### config.mk
export PLATFORM = sky130hd
export DESIGN_NAME = regfile8x16_flat
export DESIGN_NICKNAME = d
export VERILOG_FILES = /design/src/rtl/regfile8x16_pkg.sv /design/src/rtl/regfile8x16_if.sv /design/src/rtl/regfile8x16_cells.sv /design/src/rtl/regfile8x16.sv /design/src/flat_wrapper.sv
export SDC_FILE = /design/constraint.sdc
export NUM_CORES = 1
export LEC_CHECK = 0
export ABC_AREA = 1
export CAP_MARGIN = 25
export CELL_PAD_IN_SITES_DETAIL_PLACEMENT = 1
export CELL_PAD_IN_SITES_GLOBAL_PLACEMENT = 2
export CORE_MARGIN = 2
export CORE_UTILIZATION = 31
export CTS_CLUSTER_DIAMETER = 60
export DETAILED_ROUTE_END_ITERATION = 8
export HOLD_SLACK_MARGIN = 0.06
export MAX_ROUTING_LAYER = met4
export PLACE_DENSITY_LB_ADDON = 0.1
export SETUP_SLACK_MARGIN = 0.05
export SYNTH_ARGS = -nofsm -noshare
export SYNTH_HDL_FRONTEND = slang
export SYNTH_SLANG_ARGS = --single-unit
### constraint.sdc
create_clock -name clk -period 1.3 [get_ports clk]
set_input_delay 0.13 -clock clk [delete_from_list [all_inputs] [get_ports clk]]
set_output_delay 0.13 -clock clk [all_outputs]
set_load 0.02 [all_outputs]
### src/rtl/regfile8x16_pkg.sv
// regfile8x16_pkg: shared register-bank constants and types
package regfile8x16_pkg;
  localparam int REG_COUNT  = 8;
  localparam int REG_ADDR_W = 3;
  localparam int DATA_W     = 16;
  typedef logic [REG_ADDR_W-1:0] addr_t;
endpackage

### src/rtl/regfile8x16_if.sv
// regfile8x16_if: write/read bus of the register bank
interface regfile8x16_if #(parameter int WIDTH = regfile8x16_pkg::DATA_W);
  import regfile8x16_pkg::*;
  logic             we;
  addr_t            waddr;
  logic [WIDTH-1:0] wdata;
  addr_t            raddr_a;
  addr_t            raddr_b;
  logic [WIDTH-1:0] rdata_a;
  logic [WIDTH-1:0] rdata_b;
  logic             wr_ack;
  modport master (output we, waddr, wdata, raddr_a, raddr_b, input rdata_a, rdata_b, wr_ack);
  modport slave  (input we, waddr, wdata, raddr_a, raddr_b, output rdata_a, rdata_b, wr_ack);
endinterface

### src/rtl/regfile8x16_cells.sv
// regfile8x16_cells: gate/flop cells and the bit-slice flop and write decoder built from them
module mux2 (
  input  logic i_a,
  input  logic i_b,
  input  logic i_s,
  output logic o_y
);
  assign o_y = i_s ? i_b : i_a;
endmodule

module mux8 (
  input  logic [7:0] i_d,
  input  logic [2:0] i_s,
  output logic       o_y
);
  assign o_y = i_d[i_s];
endmodule

module dff (
  input  logic clk,
  input  logic i_d,
  output logic o_q
);
  always_ff @(posedge clk) o_q <= i_d;
endmodule

module inv (
  input  logic i_a,
  output logic o_y
);
  assign o_y = ~i_a;
endmodule

module nand4 (
  input  logic i_a,
  input  logic i_b,
  input  logic i_c,
  input  logic i_d,
  output logic o_y
);
  assign o_y = ~(i_a & i_b & i_c & i_d);
endmodule

module dffe_sr (
  input  logic clk,
  input  logic rst,
  input  logic i_en,
  input  logic i_d,
  output logic o_q
);
  logic w_hold, w_d;
  mux2 u_load (.i_a(o_q), .i_b(i_d), .i_s(i_en), .o_y(w_hold));
  mux2 u_rst  (.i_a(w_hold), .i_b(1'b0), .i_s(rst), .o_y(w_d));
  dff  u_ff   (.clk(clk), .i_d(w_d), .o_q(o_q));
endmodule

module dec3to8 (
  input  logic       i_en,
  input  logic [2:0] i_a,
  output logic [7:0] o_y
);
  logic [2:0] w_an;
  for (genvar k = 0; k < 3; k++) begin : g_inv
    inv u_inv (.i_a(i_a[k]), .o_y(w_an[k]));
  end
  for (genvar i = 0; i < 8; i++) begin : g_out
    logic w_n;
    nand4 u_nand (
      .i_a(i_en),
      .i_b(((i >> 2) & 1) != 0 ? i_a[2] : w_an[2]),
      .i_c(((i >> 1) & 1) != 0 ? i_a[1] : w_an[1]),
      .i_d((i & 1) != 0 ? i_a[0] : w_an[0]),
      .o_y(w_n)
    );
    inv u_out (.i_a(w_n), .o_y(o_y[i]));
  end
endmodule

### src/rtl/regfile8x16.sv
// regfile8x16: 8x16 register bank, one write port, two combinational read ports
module regfile8x16
  import regfile8x16_pkg::*;
#(
  parameter int WIDTH   = DATA_W,
  parameter bit ZERO_R0 = 1'b0,
  parameter bit BYPASS  = 1'b0
) (
  input  logic           clk,
  input  logic           rst,
  regfile8x16_if.slave   bus
);
  logic [REG_COUNT-1:0]            w_ld;
  logic [REG_COUNT-1:0][WIDTH-1:0] w_q;
  logic                            w_wz, w_hit_a, w_hit_b;
  dec3to8 u_dec (.i_en(bus.we), .i_a(bus.waddr), .o_y(w_ld));
  for (genvar r = 0; r < REG_COUNT; r++) begin : g_reg
    if (ZERO_R0 && r == 0) begin : g_zero
      assign w_q[r] = '0;
    end else begin : g_bits
      for (genvar b = 0; b < WIDTH; b++) begin : g_bit
        dffe_sr u_ff (.clk(clk), .rst(rst), .i_en(w_ld[r]), .i_d(bus.wdata[b]), .o_q(w_q[r][b]));
      end
    end
  end
  // bypass never forwards a write aimed at a hardwired-zero r0
  assign w_wz    = ZERO_R0 && bus.waddr == '0;
  assign w_hit_a = BYPASS && bus.we && !w_wz && bus.raddr_a == bus.waddr;
  assign w_hit_b = BYPASS && bus.we && !w_wz && bus.raddr_b == bus.waddr;
  for (genvar b = 0; b < WIDTH; b++) begin : g_rd
    logic [REG_COUNT-1:0] w_col;
    logic                 w_ra, w_rb;
    for (genvar r = 0; r < REG_COUNT; r++) begin : g_col
      assign w_col[r] = w_q[r][b];
    end
    mux8 u_mux_a (.i_d(w_col), .i_s(bus.raddr_a), .o_y(w_ra));
    mux8 u_mux_b (.i_d(w_col), .i_s(bus.raddr_b), .o_y(w_rb));
    mux2 u_byp_a (.i_a(w_ra), .i_b(bus.wdata[b]), .i_s(w_hit_a), .o_y(bus.rdata_a[b]));
    mux2 u_byp_b (.i_a(w_rb), .i_b(bus.wdata[b]), .i_s(w_hit_b), .o_y(bus.rdata_b[b]));
  end
  dffe_sr u_ack (.clk(clk), .rst(rst), .i_en(1'b1), .i_d(bus.we), .o_q(bus.wr_ack));
endmodule
### src/flat_wrapper.sv
// flat-port wrapper written by rule: the top's interface ports become plain ports
module regfile8x16_flat import regfile8x16_pkg::*;
#(
  parameter int WIDTH   = DATA_W,
  parameter bit ZERO_R0 = 1'b0,
  parameter bit BYPASS  = 1'b0
)
  (clk, rst, bus_we, bus_waddr, bus_wdata, bus_raddr_a, bus_raddr_b, bus_rdata_a, bus_rdata_b, bus_wr_ack);
  regfile8x16_if #(.WIDTH(WIDTH)) bus_i ();
  input  logic clk;
  input  logic rst;
  input wire logic [$bits(bus_i.we)-1:0] bus_we;
  input wire logic [$bits(bus_i.waddr)-1:0] bus_waddr;
  input wire logic [$bits(bus_i.wdata)-1:0] bus_wdata;
  input wire logic [$bits(bus_i.raddr_a)-1:0] bus_raddr_a;
  input wire logic [$bits(bus_i.raddr_b)-1:0] bus_raddr_b;
  output wire logic [$bits(bus_i.rdata_a)-1:0] bus_rdata_a;
  output wire logic [$bits(bus_i.rdata_b)-1:0] bus_rdata_b;
  output wire logic [$bits(bus_i.wr_ack)-1:0] bus_wr_ack;
  assign bus_i.we = bus_we;
  assign bus_i.waddr = bus_waddr;
  assign bus_i.wdata = bus_wdata;
  assign bus_i.raddr_a = bus_raddr_a;
  assign bus_i.raddr_b = bus_raddr_b;
  assign bus_rdata_a = bus_i.rdata_a;
  assign bus_rdata_b = bus_i.rdata_b;
  assign bus_wr_ack = bus_i.wr_ack;
  regfile8x16 #(.WIDTH(WIDTH), .ZERO_R0(ZERO_R0), .BYPASS(BYPASS)) u_core (.clk(clk), .rst(rst), .bus(bus_i));
endmodule
==> metrics.md, run 1 <==
| Metric | Value |
|---|---|
| CP Cell Sequence | inv_2, nand2_1, nand3_1, nand2_2, nand2_1, nand2_2, buf_6 |
| Sequential Power Share | 35.6% |
| Hold Fails Final Rpt | 0 |
| Die Wd | 167 um |
| Initial DRC count | 666 |
| Critical Path RT | 1.17 ns |
| Ports | 61 |
| Lkg Pwr | 5.70 nW |
| CTS Sinks | 129 |
| Core region area | 26100 um2 |
| Setup WS post-layout | -0.164 ns |
| FILL cells | 3443 |
| Final min period | 1.46 ns |
| Peak supply drop | 690 uV |
| Relative slew margins | 67.5% |
| Finished Cell Area | 11500 um2 |
| #FFs+latches synth | 129 |
| Diode count | 0 |
| Outcome | finished, violations left |
| FP Rows | 59 |
| Crit path DAT | 1.33 ns |
| Post-Syn Instances | 1483 |
| WL final | 35.5 mm |
| Final setup fails | 32 |
| Comb power frac | 23.8% |
| Slowest-stage cell, CP | dfxtp_2 |
| CP Capture Type | primary output |
| H-tree depth | 4 |
| Synth unique cells | 15 |
| Final setup TNS | -4.23 ns |
| CP peak stage delay | 0.31 ns |
| I/O Buffers | 60 |
| DR pass1 iterations | 7 |
| Tot GR Track Use | 26.0% |
| First-pass GRT wire length | 54.0 mm |
| Final #Nets | 1587 |
| Worst Tran Pin Value | 0.486 ns |
| Design Power | 0.0118 W |
| Largest net degree at the start of global routing | 49 |
| Mapped Nets | 1511 |
| Internal power | 0.00806 W |
| Vert. Die Dim | 167 um |
| Max-Cap Viols | 0 |
| P&R area growth vs syn | 40.0% |
| Setup crit start kind | register |
| Detailed-route DRC error count | 0 |
| Antenna-violating nets left | 0 |
| Fmax | 0.683 GHz |
| Routed vias/inst | 4.90 |
| Clock Pin Slew Worst Setup and Hold Paths | 0.06 ns |
| Layout cells sized above 1 | 40.6% |
| Utilization after layout | 44.1% |
| Fin. max-slew vios | 0 |
| Drt wl/cell | 18.7 um |
| Clock network power share | 40.6% |
| CTS Hold Bufs | 0 |
| Initial antenna violation count | 0 |
| RSZ-0062 raised after global routing | yes |
| Congestion Overflow GR | 0 |
| Final Skew | 0 ns |
| Via count | 9336 |
| DP Area | 9690 um2 |
| Crit path max fanout | 3 |
| Seq/Total Area, Yosys | 31.5% |
| HP Class | input pin to register |
| Power per Cell Area | 1030 nW/um2 |
| CTS buffer count | 17 |
| Clock Latency Late Sink | 0.42 ns |
| WS Path Type | register to primary output |
| CTS tree | done |
| Starting Density | 31.5% |
| Failing checks | negative setup slack |
| Clock tree buffer depth | 2 |
| Syn_area_per_cell | 5.54 um2 |
| Cell Area, Synth | 8210 um2 |
| Switch Pwr | 0.00375 W |
| Switching Share | 31.7% |
| Syn. warnings | 0 |
| DP Wirelength | 24.5 mm |
| Die footprint | 27800 um2 |
| Final period util | 113% |
| Root buf cell | clkbuf_16 |
| Routability cong. | 0.848 |
| Vias in the first global route | 8836 |
per-stage QoR:
stage	cells	hold WS [ns]	worst slack [ns]
final	1905	0.306	-0.164
after global routing	1905	0.320	-0.226
after CTS	1898	0.302	-0.185
after detailed placement	1846	0.471	-0.798
after global placement	1846	0.460	-0.791
after floorplan	1483	0.202	0.137
flip-flops by register name, summed over array words and instances (netlist names):
register	flops
u_core.g.g_bits.g_bit.u_ff.u_ff.o_q	128
u_core.u_ack.u_ff.o_q	1
layout by cell type (no fill, tap or decap), types with 4 or more instances in the layout:
cell type / instances
clkinv_2: 4
nor2_1: 241
dlygate4sd2_1: 6
nor2_4: 4
inv_1: 49
nand4_1: 49
buf_4: 92
nand3_1: 80
buf_12: 32
clkdlybuf4s50_1: 19
buf_6: 32
nand3_2: 67
inv_4: 26
nand2_1: 461
clkbuf_16: 17
inv_2: 78
dfxtp_1: 8
nand2_2: 144
a21oi_1: 16
nand2_4: 5
dfxtp_2: 119
per-layer routing:
layer	wire length, um	global-route usage (%)	up-vias
met5	0	-	-
met4	313	4.99	0
met3	1930	3.45	26
met2	14700	35.8	250
met1	18600	40.1	4444
li1	-	-	4616
synthesized netlist by cell type (all sizes together):
library cell  instances  area share (%)
inv                 155             7.1
nor2                248              12
buf                  79             5.9
a21oi                16            0.98
dfxtp               129              31
nand2               610              28
nand4                49             3.7
clkbuf               50             2.3
nand3               147             9.0
critical path, delay by kind of cell, from the launching register on:
family / cells / cell delay [ns]
flops: 1 / 0.31
simple gates: 5 / 0.38
buf+inv: 2 / 0.21
what timing repair did:
item / in CTS / in global routing
gates cloned: 2 / 0
resized for setup: 503 / 170
pin swaps: 119 / 80
endpoints found under the hold margin: 0 / 0
setup buffers: 20 / 7
setup endpoints to repair: 33 / 32
area by class of cell:
type / count / area, um2 / area share, %
multi-input combinational: 1070 / 5110 / 44.5
sequential: 129 / 2740 / 23.8
timing repair buffer: 186 / 2010 / 17.5
inverter: 155 / 653 / 5.68
clock buffer: 21 / 450 / 3.92
tap: 335 / 419 / 3.65
clock inverter: 9 / 110 / 0.958
worst paths after layout:
path | from | to | slack, ns | depth (start not counted)
min reg2reg | u_core.g_reg[7].g_bits.g_bit[8].u_ff.u_ff.o_q | u_core.g_reg[7].g_bits.g_bit[8].u_ff.u_ff.o_q | 0.47 | 2
min | rst | u_core.u_ack.u_ff.o_q | 0.31 | 2
max reg2reg | u_core.g_reg[3].g_bits.g_bit[14].u_ff.u_ff.o_q | u_core.g_reg[3].g_bits.g_bit[14].u_ff.u_ff.o_q | 0.29 | 7
max | u_core.g_reg[3].g_bits.g_bit[8].u_ff.u_ff.o_q | bus_rdata_b[8] | -0.16 | 7
cell families (layout without fill, tap and decap cells):
group / after synthesis / count (layout) / share of synthesized area [%]
simple gates: 1054 / 1054 / 52.3
buf+inv: 284 / 371 / 15.2
flops: 129 / 129 / 31.5
compound gates: 16 / 16 / 0.975
power groups by stage:
stage / logic (W) / registers, W / clock network [W]
floorplan: 0.00144 / 0.00423 / 0
global placement: 0.00241 / 0.00424 / 0
detailed placement: 0.00243 / 0.00424 / 0
CTS: 0.00266 / 0.00420 / 0.00487
global route: 0.00304 / 0.00422 / 0.00504
finish: 0.00281 / 0.00421 / 0.00480
Note: power is estimated with default switching activity, not from simulation.
==> run 2, diff against run 1 <==
--- a/config.mk
+++ b/config.mk
@@ -11,6 +11,7 @@
 export CELL_PAD_IN_SITES_GLOBAL_PLACEMENT = 2
 export CORE_MARGIN = 2
 export CORE_UTILIZATION = 31
+export CTS_BUF_LIST = sky130_fd_sc_hd__clkbuf_8 sky130_fd_sc_hd__clkbuf_16
 export CTS_CLUSTER_DIAMETER = 60
 export DETAILED_ROUTE_END_ITERATION = 8
 export HOLD_SLACK_MARGIN = 0.06
==> run 2 against run 1 <==
Against the previous run: clock power barely moved; the flow still finishes with violations (negative setup slack); cell count unchanged; first-iteration DRC count fell by 5.6%; highest routed layer unchanged; core utilization is 0.072 points lower.
==> metrics.md, run 2 (synthesis gave the netlist of run 1 again) <==
| Metric | Value |
|---|---|
| Worst Tran Pin Value | 0.483 ns (-0.00241 ns) |
| Ports | 61 (unchanged) |
| Die footprint | 27800 um2 (unchanged) |
| Reg2reg start | u_core.g_reg[3].g_bits.g_bit[14].u_ff.u_ff.o_q |
| Comb power frac | 23.8% (about the same) |
| Worst reg2reg path depth | 7 (unchanged) |
| Antenna-violating nets left | 0 (unchanged) |
| Congestion Overflow GR | 0 (unchanged) |
| Max FFs per register | 128 (unchanged) |
| Routability cong. | 0.848 (unchanged) |
| Hold Fails Final Rpt | 0 (unchanged) |
| Clock Pin Slew Worst Setup and Hold Paths | 0.06 ns (about the same) |
| Core region area | 26100 um2 (unchanged) |
| DP Wirelength | 24.5 mm (unchanged) |
| Fin. max-slew vios | 0 (unchanged) |
| Diode count | 0 (unchanged) |
| Vert. Die Dim | 167 um (unchanged) |
| Power per Cell Area | 1030 nW/um2 (about the same) |
| Area of the multi-input gates | 5100 um2 (-0.29%) |
| HP Class | input pin to register |
| Die Wd | 167 um (unchanged) |
| Internal power | 0.00804 W (-0.33%) |
| First-pass GRT wire length | 54.0 mm (about the same) |
| Root buf cell | clkbuf_16 |
| Relative slew margins | 67.7% (+0.16 points) |
| Largest net degree at the start of global routing | 49 (unchanged) |
| Outcome | finished, violations left |
| Hold endpoint | u_core.u_ack.u_ff.o_q |
| Register area | 2730 um2 (-0.23%) |
| RSZ-0062 raised after global routing | yes |
| Commonest non-fill, non-tap cell in the layout | nand2_1 |
| FILL cells | 3443 (unchanged) |
| Initial DRC count | 629 (-5.6%) |
| Final #Nets | 1587 (unchanged) |
| Largest regs | u_core.g.g_bits.g_bit.u_ff.u_ff.o_q (128), u_core.u_ack.u_ff.o_q (1) |
| Peak supply drop | 694 uV (+0.54%) |
| P&R area growth vs syn | 39.8% |
| Routed vias/inst | 4.88 (-0.52%) |
| Tot GR Track Use | 26.0% (unchanged) |
| Detailed-route DRC error count | 0 (unchanged) |
| Hold path start | rst |
| I/O Buffers | 60 (unchanged) |
| WS Path Type | register to primary output |
| Clock network power share | 40.5% (about the same) |
| Final Skew | 0 ns (unchanged) |
| Starting Density | 31.5% (unchanged) |
| Fmax | 0.683 GHz (about the same) |
| Max-Cap Viols | 0 (unchanged) |
| R2R Path End | u_core.g_reg[3].g_bits.g_bit[14].u_ff.u_ff.o_q |
| CTS tree | done |
| Fin Hold WS | 0.302 ns (-0.00401 ns) |
| CTS Sinks | 129 (unchanged) |
| Lkg Pwr | 5.70 nW (+0.11%) |
| Failing checks | negative setup slack |
| Switch Pwr | 0.00375 W (about the same) |
| Switching Share | 31.8% (+0.055 points) |
| Final min period | 1.46 ns (-0.000178 ns) |
| Setup crit start kind | register |
| Vias in the first global route | 8826 (-0.11%) |
| CP Capture Type | primary output |
| Crit path max fanout | 3 (unchanged) |
| Setup WS post-layout | -0.164 ns (+0.000178 ns) |
| Initial antenna violation count | 0 (unchanged) |
| CTS buffer count | 17 (unchanged) |
| H-tree depth | 4 (unchanged) |
| Layout cells sized above 1 | 40.1% (-0.51 points) |
| Clock tree buffer depth | 2 (unchanged) |
| FP Rows | 59 (unchanged) |
| Final period util | 113% (about the same) |
| DR pass1 iterations | 5 (-2) |
| Critical Path RT | 1.17 ns (about the same) |
| Reg2reg setup slack | 0.28 ns (about the same) |
| Via count | 9287 (-0.52%) |
| Crit path DAT | 1.33 ns (about the same) |
| WL final | 35.6 mm (about the same) |
| Finished Cell Area | 11500 um2 (-0.16%) |
| Reg with most FFs | u_core.g.g_bits.g_bit.u_ff.u_ff.o_q |
| Drt wl/cell | 18.7 um (about the same) |
| Final setup fails | 32 (unchanged) |
| Clock Latency Late Sink | 0.43 ns (about the same) |
| Most frequent cells in the layout | nand2_1 (461), nor2_1 (241), nand2_2 (145) |
| Worst hold path depth | 2 (unchanged) |
| Sequential Power Share | 35.7% (about the same) |
| DP Area | 9690 um2 (unchanged) |
## run 2: changes by cell type in the layout (fill, tap and decap cells not counted), sizes merged
cell	before	now
inv	155	158
clkbuf	21	18
## run 2: metal layers
metal | GRT usage, % | wire, um | vias up
met4 | 4.80 | 363 | 0
met5 | - | 0 | -
met1 | 40.1 | 18700 | 4437
met2 | 35.8 | 14800 | 215
met3 | 3.45 | 1620 | 30
li1 | - | - | 4605
## run 2: timing repair
| action | CTS | global route |
|---|---|---|
| resized for setup | 507 | 158 |
| endpoints found under the hold margin | 0 | 0 |
| pin swaps | 120 | 75 |
| setup endpoints to repair | 33 | 32 |
| hold buffers | 0 | 0 |
| buffers inserted | 20 | 7 |
| cloned | 2 | 0 |
## run 2: area by class of cell
cell class	count	share of cell area (%)
clock inverter	12	1.06
sequential	129	23.8
clock buffer	18	3.83
timing repair buffer	186	17.5
multi-input combinational	1070	44.4
inverter	155	5.71
tap	335	3.65
## run 2: power groups by stage
stage	Clock, W	Sequential (W)	Combinational, W
floorplan	0	0.00423	0.00144
global placement	0	0.00424	0.00241
detailed placement	0	0.00424	0.00243
CTS	0.00485	0.00420	0.00266
global route	0.00502	0.00422	0.00304
finish	0.00477	0.00421	0.00280
## run 2: stage by stage
stage,utilization (%),cells,setup TNS (ns),worst slack [ns],total power (W)
floorplan,-,1483,0,0.137,0.00567
global placement,37.2,1846,-52.79,-0.791,0.00664
detailed placement,37.2,1846,-56.64,-0.798,0.00667
CTS,42.3,1898,-4.58,-0.185,0.0117
global route,44.0,1905,-6.25,-0.233,0.0123
finish,44.0,1905,-4.31,-0.164,0.0118
## run 2: critical path, cell delays in order, from the launching register on
cell	delay, ns
dfxtp_2	0.32
inv_4	0.07
nand2_2	0.04
nand3_1	0.10
nand2_1	0.09
nand2_1	0.09
nand2_2	0.06
buf_6	0.13
## run 2: worst max path at each step
| stage | from | end | slack [ns] |
|---|---|---|---|
| 2_1_floorplan | bus_raddr_a[1] | bus_rdata_a[10] | 0.14 |
| 3_3_place_gp | bus_raddr_b[1] | bus_rdata_b[13] | -0.79 |
| 3_5_place_dp | bus_raddr_a[1] | bus_rdata_a[2] | -0.80 |
| 4_1_cts | u_core.g_reg[4].g_bits.g_bit[5].u_ff.u_ff.o_q | bus_rdata_b[5] | -0.19 |
| 5_1_grt | u_core.g_reg[0].g_bits.g_bit[13].u_ff.u_ff.o_q | bus_rdata_b[13] | -0.23 |
| 6_report | u_core.g_reg[5].g_bits.g_bit[5].u_ff.u_ff.o_q | bus_rdata_b[5] | -0.16 |
==> run 3, diff against run 2 <==
--- a/config.mk
+++ b/config.mk
@@ -9,7 +9,6 @@
 export CAP_MARGIN = 25
 export CELL_PAD_IN_SITES_DETAIL_PLACEMENT = 1
 export CELL_PAD_IN_SITES_GLOBAL_PLACEMENT = 2
-export CORE_MARGIN = 2
 export CORE_UTILIZATION = 31
 export CTS_BUF_LIST = sky130_fd_sc_hd__clkbuf_8 sky130_fd_sc_hd__clkbuf_16
 export CTS_CLUSTER_DIAMETER = 60
@@ -18,6 +17,7 @@
 export MAX_ROUTING_LAYER = met4
 export PLACE_DENSITY_LB_ADDON = 0.1
 export SETUP_SLACK_MARGIN = 0.05
+export SLEW_MARGIN = 5
 export SYNTH_ARGS = -nofsm -noshare
 export SYNTH_HDL_FRONTEND = slang
 export SYNTH_SLANG_ARGS = --single-unit
==> run 3 against run 2 <==
Against the previous run: the flow still finishes with violations (negative setup slack); cell count is 0.73% higher; sequential power hardly changed; non-clock buffer count is 12 higher; core utilization is 0.66 points higher; clock-buffer cell count is 1 lower; hold slack worse by 0.032 ns; final area is 1.2% higher; critical path depth stayed put; routed wire length is 1.2% higher; register-to-register slack better by 0.03 ns; global-route usage is 1.4 points higher.
==> metrics.md, run 3 (synthesis gave the netlist of run 1 again) <==
| Metric | Value |
|---|---|
| Reg2reg start | u_core.g_reg[3].g_bits.g_bit[12].u_ff.u_ff.o_q |
| CP peak stage delay | 0.32 ns (about the same) |
| Setup crit start kind | register |
| DP Cell Count | 1851 (+0.27%) |
| Starting Density | 31.6% (+0.090 points) |
| Hold Fails Final Rpt | 0 (unchanged) |
| Crit path max fanout | 3 (unchanged) |
| CP Capture Point | bus_rdata_b[15] |
| Final #Nets | 1599 (+0.76%) |
| CTS Hold Bufs | 0 (unchanged) |
| Top delay family on crit path | simple AND/OR/NAND/NOR gates |
| Core region area | 26000 um2 (-0.28%) |
| CTS tree | done |
| CTS buffer count | 17 (unchanged) |
| Crit. Startpoint | u_core.g_reg[5].g_bits.g_bit[15].u_ff.u_ff.o_q |
| Detailed-route DRC error count | 0 (unchanged) |
| Max FFs per register | 128 (unchanged) |
| Congestion Overflow GR | 0 (unchanged) |
| Fin Hold WS | 0.270 ns (-0.0320 ns) |
| Clock Pin Slew Worst Setup and Hold Paths | 0.07 ns (about the same) |
| Fmax | 0.679 GHz (-0.56%) |
| Crit path top cell by count | nand2_1 |
| Finished Cell Area | 11600 um2 (+1.2%) |
| DR pass1 iterations | 4 (-1) |
| H-tree depth | 4 (unchanged) |
| Lkg Pwr | 5.78 nW (+1.2%) |
| R2R Path End | u_core.g_reg[3].g_bits.g_bit[12].u_ff.u_ff.o_q |
| Critical Path RT | 1.17 ns (about the same) |
| Final Skew | 0 ns (unchanged) |
| Vert. Die Dim | 165 um (-1.2%) |
| Setup WS post-layout | -0.172 ns (-0.00824 ns) |
| Most frequent cells in the layout | nand2_1 (476), nor2_1 (241), nand2_2 (130) |
| First-pass GRT wire length | 53.6 mm (-0.84%) |
| Worst reg2reg path depth | 7 (unchanged) |
| Register area | 2730 um2 (about the same) |
| Drt wl/cell | 18.7 um (+0.43%) |
| Crit path DAT | 1.34 ns (about the same) |
| CTS Sinks | 129 (unchanged) |
| Final min period | 1.47 ns (+0.00824 ns) |
| Reg2reg setup slack | 0.31 ns (+0.03 ns) |
| Layout cells sized above 1 | 39.3% (-0.73 points) |
| Root buf cell | clkbuf_16 |
| CP Capture Type | primary output |
| Antenna-violating nets left | 0 (unchanged) |
| Failing checks | negative setup slack |
| Peak supply drop | 752 uV (+8.3%) |
| Largest regs | u_core.g.g_bits.g_bit.u_ff.u_ff.o_q (128), u_core.u_ack.u_ff.o_q (1) |
| RSZ-0062 raised after global routing | yes |
| Max-Cap Viols | 0 (unchanged) |
| Vias in the first global route | 8834 (+0.091%) |
| DP Area | 9710 um2 (+0.26%) |
| WP depth | 7 (unchanged) |
| Initial DRC count | 596 (-5.2%) |
| Initial antenna violation count | 0 (unchanged) |
| Largest net degree at the start of global routing | 49 (unchanged) |
| Diode count | 0 (unchanged) |
| Routability cong. | 0.871 (+2.8%) |
| Relative slew margins | 76.0% (+8.4 points) |
| Ports | 61 (unchanged) |
| Worst Tran Pin Value | 0.359 ns (-0.124 ns) |
| WS Path Type | register to primary output |
| Final period util | 113% (+0.63 points) |
| DP Wirelength | 25.4 mm (+3.8%) |
| WL final | 36.0 mm (+1.2%) |
| FILL cells | 3419 (-0.70%) |
| Power per Cell Area | 1030 nW/um2 (about the same) |
| Die Wd | 165 um (-1.2%) |
| Clock tree buffer depth | 2 (unchanged) |
| Final setup fails | 32 (unchanged) |
| I/O Buffers | 60 (unchanged) |
| Reg with most FFs | u_core.g.g_bits.g_bit.u_ff.u_ff.o_q |
| Tot GR Track Use | 27.4% (+1.4 points) |
| Routed vias/inst | 4.88 (+0.16%) |
| Slowest-stage cell, CP | dfxtp_2 |
| CP Cell Sequence | inv_2, nand2_1, nand3_1, nand2_1, nand2_1, nand2_2, buf_6 |
| Non-filler cells, final | 1919 (+0.73%) |
| Outcome | finished, violations left |
| Via count | 9370 (+0.89%) |
| P&R area growth vs syn | 41.5% |
| Area of the multi-input gates | 5050 um2 (-1.0%) |
| Clock Latency Late Sink | 0.42 ns (about the same) |
| FP Rows | 59 (unchanged) |
| Commonest non-fill, non-tap cell in the layout | nand2_1 |
| HP Class | input pin to register |
| Worst path bufs/invs | 2 (unchanged) |
| Die footprint | 27100 um2 (-2.4%) |
| Fin. max-slew vios | 0 (unchanged) |
run 3: cell count changes in the layout (fill, tap and decap cells not counted), moves of 3 or more:
cell / before / now
nand2_1: 461 / 476
nand2_2: 145 / 130
inv_4: 27 / 38
nand3_2: 65 / 54
inv_2: 76 / 67
nand3_1: 82 / 91
buf_4: 92 / 99
clkinvlp_4: 0 / 4
buf_6: 32 / 35
dlygate4sd2_1: 6 / 3
inv_1: 53 / 50
nor2_2: 3 / 0
nor2_4: 4 / 7
run 3: per-stage QoR:
step                      setup TNS, ns  util (%)  setup WS (ns)  power (W)
final                             -4.32      44.7         -0.172     0.0119
after global routing              -6.33      44.7         -0.243     0.0124
after CTS                         -4.84      41.9         -0.210     0.0118
after detailed placement         -75.81      37.4         -0.806    0.00665
after global placement           -71.84      37.4         -0.786    0.00663
after floorplan                       0         -          0.137    0.00567
run 3: metal layers:
layer | global-route usage, % | wire length [um] | vias up
li1 | - | - | 4644
met1 | 42.3 | 19300 | 4510
met2 | 37.2 | 14800 | 196
met3 | 3.74 | 1520 | 20
met4 | 5.13 | 328 | 0
met5 | - | 0 | -
run 3: how the worst min path moves through the flow:
| stage | startpoint | cells after the start | to |
|---|---|---|---|
| finish | rst | 2 | u_core.u_ack.u_ff.o_q |
| global placement | u_core.g_reg[7].g_bits.g_bit[6].u_ff.u_ff.o_q | 2 | u_core.g_reg[7].g_bits.g_bit[6].u_ff.u_ff.o_q |
| CTS | rst | 2 | u_core.u_ack.u_ff.o_q |
| global route | rst | 2 | u_core.u_ack.u_ff.o_q |
| detailed placement | u_core.g_reg[4].g_bits.g_bit[1].u_ff.u_ff.o_q | 2 | u_core.g_reg[4].g_bits.g_bit[1].u_ff.u_ff.o_q |
| floorplan | rst | 1 | u_core.u_ack.u_ff.o_q |
run 3: repair_timing:
| item | 4_1_cts | 5_1_grt |
|---|---|---|
| endpoints found under the hold margin | 0 | 0 |
| buffers inserted | 20 | 12 |
| cloned | 2 | 2 |
| gates resized for setup | 436 | 224 |
| pin swaps | 88 | 85 |
| endpoints found under the setup margin | 81 | 105 |
run 3: area by class of cell:
cell class / instances / share of cell area [%]
clock inverter: 15 / 1.38
multi-input combinational: 1070 / 43.4
sequential: 129 / 23.5
inverter: 155 / 5.84
clock buffer: 17 / 3.66
tap: 335 / 3.61
timing repair buffer: 198 / 18.5
run 3: power by group:
group | total [W] | switching, W | internal, W
Combinational | 0.00280 | 0.00170 | 0.00110
Sequential | 0.00421 | 0.0000972 | 0.00412
Clock | 0.00491 | 0.00207 | 0.00284
